File: config.mk
export PLATFORM = sky130hd
export DESIGN_NAME = layer1_maxpool2x2
export DESIGN_NICKNAME = d
export VERILOG_FILES = /design/src/rtl/layer1_maxpool2x2.sv
export SDC_FILE = /design/constraint.sdc
export NUM_CORES = 2
export LEC_CHECK = 0
export ABC_AREA = 1
export ABC_CLOCK_PERIOD_IN_PS = 17100
export CELL_PAD_IN_SITES_DETAIL_PLACEMENT = 1
export CELL_PAD_IN_SITES_GLOBAL_PLACEMENT = 2
export CORE_ASPECT_RATIO = 1.75
export CORE_MARGIN = 8
export CORE_UTILIZATION = 35
export CTS_BUF_LIST = sky130_fd_sc_hd__clkbuf_8
export CTS_CLUSTER_SIZE = 10
export DETAILED_ROUTE_END_ITERATION = 6
export GPL_TIMING_DRIVEN = 0
export PLACE_DENSITY = 0.82
export SLEW_MARGIN = 10
export SYNTH_ARGS = -nofsm -noshare
export SYNTH_HDL_FRONTEND = slang
export SYNTH_SLANG_ARGS = --single-unit
export TNS_END_PERCENT = 10
File: constraint.sdc
create_clock -name clk -period 17.1 [get_ports clk]
set_input_delay 3.42 -clock clk [delete_from_list [all_inputs] [get_ports clk]]
set_output_delay 3.42 -clock clk [all_outputs]
set_load 0.005 [all_outputs]
File: src/rtl/layer1_maxpool2x2.sv
// layer1_maxpool2x2
// Lane-wise ReLU followed by 2x2 stride-2 max pooling over the raster-ordered
// output stream of the layer-1 convolution. A one-word horizontal hold
// register pairs even/odd columns; a half-width line buffer carries the
// pooled pair of each even row down to the odd row that completes the window.
// Inputs that arrive out of raster order, out of range, or after the frame
// has finished are discarded and flagged on a sticky error output.

module layer1_maxpool2x2 #(
  parameter int IN_DIM = 30,
  parameter int LANES  = 8,
  parameter int DW     = 16
) (
  input  logic                  clk,
  input  logic                  rst,
  input  logic                  in_valid,
  input  logic [15:0]           in_row,
  input  logic [15:0]           in_col,
  input  logic [LANES*DW-1:0]   in_data,
  output logic                  out_valid,
  output logic [15:0]           out_row,
  output logic [15:0]           out_col,
  output logic [LANES*DW-1:0]   out_data,
  output logic                  pool_done,
  output logic                  order_err
);

  localparam int HALF = IN_DIM / 2;
  localparam int WW   = LANES * DW;
  localparam int AW   = (HALF > 1) ? $clog2(HALF) : 1;

  localparam logic [15:0] DIM_W      = 16'(IN_DIM);
  localparam logic [15:0] LAST_IDX   = 16'(IN_DIM - 1);
  localparam logic [15:0] LAST_POOL  = 16'(HALF - 1);

  typedef logic [WW-1:0] word_t;

  // Per-lane ReLU: a set sign bit clips the lane to zero.
  function automatic word_t relu(input word_t v);
    word_t r;
    r = '0;
    for (int k = 0; k < LANES; k++) begin
      r[k*DW +: DW] = v[k*DW + DW - 1] ? '0 : v[k*DW +: DW];
    end
    return r;
  endfunction

  // Per-lane unsigned maximum; only meaningful on post-ReLU (non-negative) data.
  function automatic word_t lane_max(input word_t a, input word_t b);
    word_t r;
    r = '0;
    for (int k = 0; k < LANES; k++) begin
      r[k*DW +: DW] = (a[k*DW +: DW] > b[k*DW +: DW]) ? a[k*DW +: DW] : b[k*DW +: DW];
    end
    return r;
  endfunction

  // Expected raster position of the next sample.
  logic [15:0] exp_row;
  logic [15:0] exp_col;

  // Rectified even-column sample waiting for its odd-column partner.
  word_t hold_reg;

  // Pooled horizontal pairs of the most recent even row, one per output column.
  word_t linebuf [HALF];

  logic          in_range;
  logic          in_pos_ok;
  logic          accept;
  logic          col_last;
  logic          pair_wr;
  logic          win_done;
  logic [AW-1:0] lb_idx;
  word_t         relu_in;
  word_t         pair_max;
  word_t         win_max;

  // Acceptance, parity decode and the window-max datapath.
  always_comb begin
    // NOTE: every combinational output gets a default first so no path can
    // leave it unassigned and infer a latch.
    in_range  = 1'b0;
    in_pos_ok = 1'b0;
    accept    = 1'b0;
    col_last  = 1'b0;
    pair_wr   = 1'b0;
    win_done  = 1'b0;
    lb_idx    = '0;
    relu_in   = '0;
    pair_max  = '0;
    win_max   = '0;

    in_range  = (in_row < DIM_W) && (in_col < DIM_W);
    in_pos_ok = (in_row == exp_row) && (in_col == exp_col);
    accept    = in_valid && !pool_done && in_range && in_pos_ok;
    col_last  = (exp_col == LAST_IDX);

    // Only the accepted path uses lb_idx, so it is always in range there.
    lb_idx    = in_col[AW:1];
    relu_in   = relu(in_data);
    pair_max  = lane_max(hold_reg, relu_in);
    win_max   = lane_max(linebuf[lb_idx], pair_max);

    pair_wr   = accept && !in_row[0] &&  in_col[0];
    win_done  = accept &&  in_row[0] &&  in_col[0];
  end

  // Raster position tracker; advances only on accepted samples.
  always_ff @(posedge clk) begin
    // NOTE: sequential state is written with non-blocking assignments so every
    // register samples the pre-edge values of the others.
    if (rst) begin
      exp_row <= '0;
      exp_col <= '0;
    end else if (accept) begin
      if (col_last) begin
        exp_col <= '0;
        exp_row <= exp_row + 16'd1;
      end else begin
        exp_col <= exp_col + 16'd1;
      end
    end
  end

  // Horizontal hold: capture the rectified even-column sample.
  always_ff @(posedge clk) begin
    if (rst) begin
      hold_reg <= '0;
    end else if (accept && !in_col[0]) begin
      hold_reg <= relu_in;
    end
  end

  // Line buffer: even rows store their horizontal pair maxima.
  always_ff @(posedge clk) begin
    // NOTE: the line buffer is cleared on reset so a restarted frame can never
    // observe pairs left over from an aborted one; this keeps it in flops.
    if (rst) begin
      for (int i = 0; i < HALF; i++) begin
        linebuf[i] <= '0;
      end
    end else if (pair_wr) begin
      linebuf[lb_idx] <= pair_max;
    end
  end

  // Output register: one-cycle pulse per completed window, fields hold between pulses.
  always_ff @(posedge clk) begin
    if (rst) begin
      out_valid <= 1'b0;
      out_row   <= '0;
      out_col   <= '0;
      out_data  <= '0;
    end else begin
      out_valid <= win_done;
      if (win_done) begin
        out_row  <= in_row >> 1;
        out_col  <= in_col >> 1;
        out_data <= win_max;
      end
    end
  end

  // Sticky status: frame completion and dropped-sample detection.
  always_ff @(posedge clk) begin
    if (rst) begin
      pool_done <= 1'b0;
      order_err <= 1'b0;
    end else begin
      if (out_valid && (out_row == LAST_POOL) && (out_col == LAST_POOL)) begin
        pool_done <= 1'b1;
      end
      if (in_valid && !accept) begin
        order_err <= 1'b1;
      end
    end
  end

endmodule

==> metrics.yaml <==
sta:
  rsz0062_at_grt: "no"
  tightest_slew_ns: 1.31
  post-route-period-util: 0.500
  finalCriticalPeriod_ns: 8.55
  final_hold_viol_count: 0
  fmax_ghz: 0.117
  tns_ns: 0
  drv_slew: 0
  slew_headroom: 0.127
  fin_skew_ns: 0.0763
  setup_viol: 0
yosys:
  ys_types: 28
  synth-main-ff-cell: "edfxtp_1"
  synth-seq-cells: 2225
  yosys_warnings: 0
  syn-cell-area_sq_um: 104000
  ys_seq_area_frac: 0.614
  ys_async_sr_fraction: 0
  avgSynthCellArea_sq_um: 9.07
  synth_edf_count: 1920
  syn-instance-count: 11500
grt:
  first_global_vias: 92900
  grt_pass1_wl_um: 616000
  grtUsageMet1: 0.258
  grt_use_met3: 0.0369
  antenna_found_initial: 19
  track_usage: 0.265
  grt_busiest_layer: "met2"
  use_met2: 0.500
  grt_start_max_net_pins: 46
  gr-total-overflow: 0
cells_and_area:
  final_common_cell: "nand2_1"
  largest_register_ffs: 1920
  multi_input_area_sq_um: 34500
  layoutNonFillerInstCount: 16400
  fillers: 34300
  final_cell_mix: "nand2_1 (3911), nor2_1 (2375), edfxtp_1 (1920)"
  drive_above_1_share: 0.0711
  regArea_sq_um: 63800
  finalNetCount: 12700
  area_growth_pct: 16.2
  final_util: 0.409
setup_path:
  cpMostUsedCell: "nand2_1"
  crit_chain: "clkdlybuf4s50_1 -> inv_1 -> clkbuf_1 -> nand2_1 -> ha_1 -> nand3_1 -> nor3_1 -> nand3_1 -> nand2_1 -> buf_2 -> nand2_1 -> nand2_1 -> buf_2 -> ha_1 -> a21oi_1 -> nand2_1 -> nor2_1 -> nand2_1 -> nand2_1 -> clkbuf_1 -> nor2_1 -> nor2_1 -> a21oi_1"
  crit_path_end_kind: "flip-flop"
  worstSetupStartpointType: "input port"
  required_ns: 17.98
  path_class: "in2reg"
  worstPathArrival_ns: 9.43
  ff2ff_setup_slack_ns: 11.98
  crit_path_top_delay_cell: "clkbuf_1"
  critPathMaxFanout: 10
  critical_path.max_stage_delay_ns: 0.51
drt:
  totalWireLength_um: 434000
  final_antenna_net_count: 0
  post_drt_wl_per_cell_um: 26.4
  dr.pass1.iters: 5
  viasPerCell: 5.23
  via_count: 85900
  drt_drc_violations_left: 0
  first_iter_violations: 5855
job:
  cap_violations: 0
floorplan:
  ios: 326
  die_area_sq_um: 315000
  die_w_um: 428
  rows: 264
  start_util: 0.352
  coreArea_sq_um: 295000
  fp.dieH_um: 737
placement:
  port_buffers: 311
  dp_cells: 15800
  dp_hpwl_um: 316000
  place_congestion: 0.852
clock_network:
  cts_setup_buffers: 0
  clock_tree.root_cell: "clkbuf_8"
  htree_levels: 5
  clk_pin_slew_worst_paths_ns: 0.07
  cts_resized: 0
  cts_buffer_depth: 4
  hold_buffers: 0
  clock_sinks: 2225
  numCtsBuffers: 345
  cts_tree: "built"
  clock_latency_ns: 1.05
outcome:
  outcome: "finished, final reports clean"
pwr:
  ir_worst_vdd_mv: 0.0694
  p_leak_nw: 49.8
  powerDensity_nw_per_um2: 98.3
hold_path:
  hp-class: "reg2reg"
[cell usage after synthesis, types with 11 or more instances]
cell type | instances | share of area
edfxtp_1 | 1920 | 0.56
nand2_1 | 3926 | 0.14
ha_1 | 243 | 0.029
nor2_1 | 2378 | 0.086
buf_6 | 80 | 0.0087
nand4_1 | 518 | 0.031
buf_4 | 11 | 0.00080
inv_1 | 673 | 0.024
dfxtp_1 | 305 | 0.059
buf_2 | 203 | 0.0098
a21oi_1 | 322 | 0.016
buf_1 | 40 | 0.0014
nor3_1 | 16 | 0.00077
nand3_1 | 328 | 0.016
o21ai_0 | 20 | 0.00096
clkbuf_1 | 408 | 0.015
[power breakdown]
| part | leakage, nW | internal (mW) | switching [mW] |
|---|---|---|---|
| sequential | 22.2 | 6.04 | 0.0505 |
| combinational | 23.8 | 0.291 | 0.921 |
| clock | 3.72 | 2.27 | 2.30 |
| total | 49.8 | 8.60 | 3.27 |
[through the flow]
step | cell area (sq um) | setup WS, ns | hold slack [ns] | total power [mW]
2_1_floorplan | 104000 | 9.13 | 0.424 | 6.84
3_3_place_gp | 112000 | 2.21 | 0.434 | 7.40
3_5_place_dp | 114000 | 7.18 | 0.439 | 7.42
4_1_cts | 121000 | 8.26 | 0.450 | 11.9
5_1_grt | 121000 | 8.00 | 0.476 | 12.2
6_report | 121000 | 8.55 | 0.449 | 11.9
[layer usage]
metal	wire [um]	up-vias
met1	144000	43000
met5	11	-
met4	39900	2
li1	-	38900
met3	22000	1222
met2	228000	2847
[kinds of logic (layout without fill, tap and decap cells)]
family                   after synthesis  after routing  synth area share
AO/OA/AOI/OAI                        365            365            0.0182
XOR/XNOR                               8              8          0.000675
adder cells (fa/ha/maj)              243            243            0.0293
buffers and inverters               1423           2412            0.0602
flip-flops                          2225           2225             0.614
other                                  1            146         0.0000361
AND/OR/NAND/NOR                     7185           7185             0.278
[critical path, delay by kind of cell]
kind                       cells  cell delay, ns
and+or+nand+nor               13            2.81
buffers and inverters          6            2.23
adders and majority gates      2            0.67
AOI/OAI and AO/OA              2            0.25
[path summary, 6_finish.rpt]
path                start             to  cells after the start
max          in_data[111]  out_data[103]                     23
min           exp_row[15]    exp_row[15]                      2
max reg2reg  hold_reg[30]   out_data[29]                     21
min reg2reg   exp_row[15]    exp_row[15]                      2
[final cells by class]
class,instances,area share
multi-input cells,7931,0.286
clock inverters,245,0.0127
repair buffers,375,0.0388
inverters,680,0.0211
flip-flops and latches,2225,0.528
well taps,3857,0.0400
plain buffers,743,0.0310
diodes,16,0.000332
clock buffers,369,0.0421
Note: power is estimated with default switching activity, not from simulation.
